$ cat src/rtl/intr_controller.sv
// Four-line maskable plus one NMI interrupt controller: edge capture, lowest-index
// priority, and a single level of NMI preemption over a maskable service.
module intr_controller (
  input  logic       clk,
  input  logic       reset,
  input  logic [3:0] irq,
  input  logic       nmi_in,
  input  logic       mask_we,
  input  logic [3:0] mask_wdata,
  input  logic       isInterrupted,
  input  logic       INA,
  input  logic       eoi,
  output logic       INT,
  output logic       NMI,
  output logic       INTD,
  output logic [2:0] vector,
  output logic [3:0] pending
);

  localparam int unsigned NIRQ = 4;
  localparam int unsigned IW   = 2;

  typedef enum logic [1:0] {IDLE, INT_SVC, NMI_SVC, NMI_IN_INT} state_t;

  state_t          state, state_n, state_e;
  logic [NIRQ-1:0] mask, irq_q, pending_n, pend_clr, avail, irq_edge;
  logic            nmi_pend, nmi_pend_n, nmi_q, nmi_edge, nmi_clr;
  logic            isint_q, ack, armed;
  logic [IW-1:0]   saved_idx, saved_idx_n, low_idx;
  logic [2:0]      vector_n, vector_e;

  // armed stays low for the first clock after reset so lines held high
  // through reset release do not look like fresh edges
  assign irq_edge = armed ? (irq & ~irq_q) : '0;
  assign nmi_edge = armed & nmi_in & ~nmi_q;
  assign ack      = armed & isInterrupted & ~isint_q;
  assign avail    = pending & ~mask;

  assign INT  = (|avail) && (state == IDLE);
  assign NMI  = nmi_pend && (state != NMI_SVC) && (state != NMI_IN_INT);
  assign INTD = (state != IDLE);

  // lowest set bit of avail wins
  always_comb begin
    low_idx = '0;
    for (int i = NIRQ - 1; i >= 0; i--) begin
      if (avail[i]) low_idx = IW'(i);
    end
  end

  // eoi is applied first; ack is then judged against the post-eoi state
  always_comb begin
    state_e     = state;
    vector_e    = vector;
    pend_clr    = '0;
    nmi_clr     = 1'b0;
    saved_idx_n = saved_idx;

    if (eoi) begin
      case (state)
        INT_SVC, NMI_SVC: state_e = IDLE;
        NMI_IN_INT: begin
          state_e  = INT_SVC;
          vector_e = {1'b0, saved_idx};
        end
        default: state_e = state;
      endcase
    end

    state_n  = state_e;
    vector_n = vector_e;

    if (ack) begin
      if (INA) begin
        if ((state_e == IDLE) && (|avail)) begin
          pend_clr = NIRQ'(1) << low_idx;
          vector_n = {1'b0, low_idx};
          state_n  = INT_SVC;
        end
      end else if (nmi_pend && ((state_e == IDLE) || (state_e == INT_SVC))) begin
        nmi_clr  = 1'b1;
        vector_n = 3'b100;
        if (state_e == INT_SVC) begin
          saved_idx_n = vector_e[IW-1:0];
          state_n     = NMI_IN_INT;
        end else begin
          state_n = NMI_SVC;
        end
      end
    end

    // new edges override same-cycle clears
    pending_n  = (pending & ~pend_clr) | irq_edge;
    nmi_pend_n = (nmi_pend & ~nmi_clr) | nmi_edge;
  end

  always_ff @(posedge clk or posedge reset) begin
    if (reset) begin
      state     <= IDLE;
      pending   <= '0;
      nmi_pend  <= 1'b0;
      mask      <= '1;
      saved_idx <= '0;
      vector    <= '0;
      irq_q     <= '0;
      nmi_q     <= 1'b0;
      isint_q   <= 1'b0;
      armed     <= 1'b0;
    end else begin
      state     <= state_n;
      pending   <= pending_n;
      nmi_pend  <= nmi_pend_n;
      saved_idx <= saved_idx_n;
      vector    <= vector_n;
      irq_q     <= irq;
      nmi_q     <= nmi_in;
      isint_q   <= isInterrupted;
      armed     <= 1'b1;
      if (mask_we) mask <= mask_wdata;
    end
  end

endmodule

$ cat config.mk
export PLATFORM = sky130hd
export DESIGN_NAME = intr_controller
export DESIGN_NICKNAME = d
export VERILOG_FILES = /design/src/rtl/intr_controller.sv
export SDC_FILE = /design/constraint.sdc
export NUM_CORES = 1
export LEC_CHECK = 0
export BUFFER_PORTS_ARGS = -buffer_cell sky130_fd_sc_hd__buf_2
export CAP_MARGIN = 20
export CORE_UTILIZATION = 45
export DETAILED_ROUTE_END_ITERATION = 8
export GPL_ROUTABILITY_DRIVEN = 0
export PLACE_DENSITY = 0.69
export SETUP_SLACK_MARGIN = 0.02
export SYNTH_ARGS = -nofsm -noshare
export SYNTH_HDL_FRONTEND = slang
export SYNTH_SLANG_ARGS = --single-unit
$ cat constraint.sdc
create_clock -name clk -period 3.66 [get_ports clk]
set_input_delay 0 -clock clk [delete_from_list [all_inputs] [get_ports clk]]
set_output_delay 0 -clock clk [all_outputs]
set_load 0.01 [all_outputs]
==> results.json <==
{
  "drv_cap": 0,
  "yosysMostFrequentCell": "dfrtp_1",
  "io_buffers": 24,
  "p_sw_share_pct": 29.2,
  "grt_first_pass_wirelength_um": 3460,
  "synth_edf_count": 0,
  "yosysTopAreaCell": "dfrtp_1",
  "final_util_pct": 61.5,
  "synth.distinct_cells": 31,
  "drive_above_1_share_pct": 31.3,
  "ys_seq_area_share_pct": 55.8,
  "postCtsSetupRepairBufs": 0,
  "start_util_pct": 47.5,
  "power_frac_clock_pct": 20.9,
  "nets": 147,
  "comb_power_share_pct": 23.0,
  "synth_area_per_cell_um2": 11.4,
  "fp.dieH_um": 50.1,
  "drc": 0,
  "cp_common_cell": "dlygate4sd3_1",
  "p_leak_nw": 0.587,
  "slew_violations": 0,
  "internal_power_uw": 391,
  "root_buffer": "clkbuf_4",
  "slew_headroom_pct": 44.4,
  "io_pins": 25,
  "cts_buffer_depth": 2,
  "p_seq_share_pct": 56.1,
  "grt_pass1_vias": 817,
  "core.rowCount": 17,
  "rsz0062_at_grt": "false",
  "slowest_stage": "dlygate4sd3_1",
  "num_vias": 799,
  "postSynthRegisterBits": 23,
  "fin_crit_ns": 1.64,
  "clk_latency_ns": 0.30,
  "ys_dominant_reg_cell": "dfrtp_1",
  "tightest_slew_ns": 0.833,
  "drtIter0Drc": 9,
  "grt_max_degree": 24,
  "final_area_um2": 1350,
  "dp_hpwl_um": 1410,
  "postPlaceCellArea_um2": 1190,
  "ys_warn_count": 0,
  "finalHoldViolCount": 0,
  "cp_max_fo": 1,
  "syn_nets": 106,
  "clock.fmax_mhz": 611,
  "antenna_found_initial": 0,
  "fin_setup_tns_ns": 0,
  "ant_nets": 0,
  "clock_sinks": 23,
  "clkTransAtPathRegs_ns": 0.12,
  "cp.arrival_ns": 1.88,
  "powerDensity_nw_per_um2": 409,
  "wl_per_cell_um": 12.5,
  "end_kind": "register",
  "routed_wl_um": 1980,
  "async_reset_ff_share_pct": 100,
  "cp.required_ns": 3.90,
  "cts_tree": "done",
  "core-area_um2": 2190,
  "syn_to_final_growth_pct": 29.4,
  "whs_ns": 0.0174,
  "cp_slowest_stage_delay_ns": 0.57,
  "min_period_over_period_pct": 44.7,
  "overflow": 0,
  "crit_chain": "dlygate4sd3_1 -> buf_2 -> nand2_1 -> dlygate4sd3_1 -> o21ai_0 -> dlygate4sd3_1",
  "synthTopCellsByCount": "dfrtp_1 (19), nand2_1 (11), nor2b_1 (6)",
  "min_path_type": "in2reg",
  "cp-start-kind": "input pin",
  "peakVddDrop_v": 0.000231,
  "cts_max_level": 1,
  "fp.dieW_um": 50.1,
  "path_delay_family": "buffers and inverters",
  "p_sw_uw": 161,
  "worstPathBufferInverterCount": 4,
  "clock_skew_ns": 0.00125,
  "viasPerCell": 5.03,
  "outcome": "finished, final reports clean",
  "track_usage_pct": 18.8,
  "netlist_instances": 91,
  "netlist.area_leader.share_pct": 45.7,
  "critical_path_class": "in2reg",
  "synth_area_leaders": "dfrtp_1 (46%), dfstp_2 (10%), nand2_1 (4.0%)",
  "drtPass1Iterations": 4,
  "cts_buffers": 3,
  "die-area_um2": 2510,
  "finalSetupViolCount": 0,
  "synth_area_um2": 1040,
  "n_antenna_cell": 0
}
layout make-up:
type                    count  area [µm²]
fillers                   191         843
repair buffers             37         250
multi-input cells          63         440
well taps                  28        35.0
clock buffers               4        26.3
flip-flops and latches     23         581
inverters                   4        15.0
power by group through the flow:
stage / combinational, mW / sequential (mW) / clock, mW
2_1_floorplan: 0.0662 / 0.317 / 0
3_3_place_gp: 0.114 / 0.314 / 0
3_5_place_dp: 0.116 / 0.314 / 0
4_1_cts: 0.128 / 0.310 / 0.120
5_1_grt: 0.141 / 0.313 / 0.129
6_report: 0.127 / 0.309 / 0.115
kinds of logic after synthesis:
| group | Yosys count | share of synthesized area [%] |
|---|---|---|
| multiplexers | 5 | 6.13 |
| flip-flops | 23 | 55.8 |
| AND/OR/NAND/NOR | 36 | 19.5 |
| buffers and inverters | 5 | 1.92 |
| other | 1 | 0.360 |
| AO/OA/AOI/OAI | 21 | 16.3 |
through the flow:
stage / std cells / setup slack (ns) / power, mW
floorplan: 91 / 2.32 / 0.384
global placement: 142 / 2.20 / 0.428
detailed placement: 142 / 2.20 / 0.430
CTS: 159 / 2.04 / 0.557
global route: 159 / 1.95 / 0.584
finish: 159 / 2.02 / 0.551
metal layers:
layer	GRT usage [%]	vias up	wire length [µm]
met4	8.57	0	26
met5	0	-	0
met2	30.4	23	944
met3	3.70	4	69
li1	-	401	-
met1	24.1	371	943
registers in the layout, summed over array words and instances, names as in the netlist:
signal,count
pending,4
mask,4
armed,1
isint_q,1
irq_q,4
nmi_pend,1
saved_idx,2
nmi_q,1
state,2
vector,3
worst paths after layout:
check / to / slack (ns) / cells after the start / startpoint
max in group asynchronous: pending[1] / 2.76 / 3 / reset
hold reg to reg: nmi_pend / 0.44 / 1 / nmi_q
hold / removal: mask[1] / 0.02 / 2 / mask_we
min in group asynchronous: state[1] / 0.39 / 3 / reset
setup reg to reg: pending[3] / 2.14 / 4 / mask[1]
setup / recovery: mask[3] / 2.02 / 6 / mask_wdata[3]
worst reg2reg max path, cell delays in order, from the launching register on:
cell and delay [ns]:
dfstp_2 0.57, nor2b_1 0.07, or2_1 0.27, o41ai_1 0.40
nand2_1 0.09
timing repair:
| item | CTS | global route |
|---|---|---|
| gates resized for setup | 0 | 0 |
| hold buffers | 13 | 0 |
| endpoints found under the hold margin | 34 | 0 |
cells in the final DEF, fill, tap and decap left out, types with 2 or more instances in the layout:
| cell type | count |
|---|---|
| dlygate4sd3_1 | 13 |
| dfrtp_1 | 19 |
| dfstp_2 | 4 |
| or2_1 | 3 |
| mux2_2 | 3 |
| buf_2 | 24 |
| nor2_1 | 5 |
| o21ai_0 | 5 |
| a21oi_1 | 4 |
| o31ai_1 | 2 |
| nand3b_1 | 4 |
| nand2_1 | 11 |
| nor2b_1 | 6 |
| clkbuf_4 | 3 |
| o22ai_1 | 2 |
| mux2_4 | 2 |
| inv_1 | 4 |
Note: power is estimated with default switching activity, not from simulation.
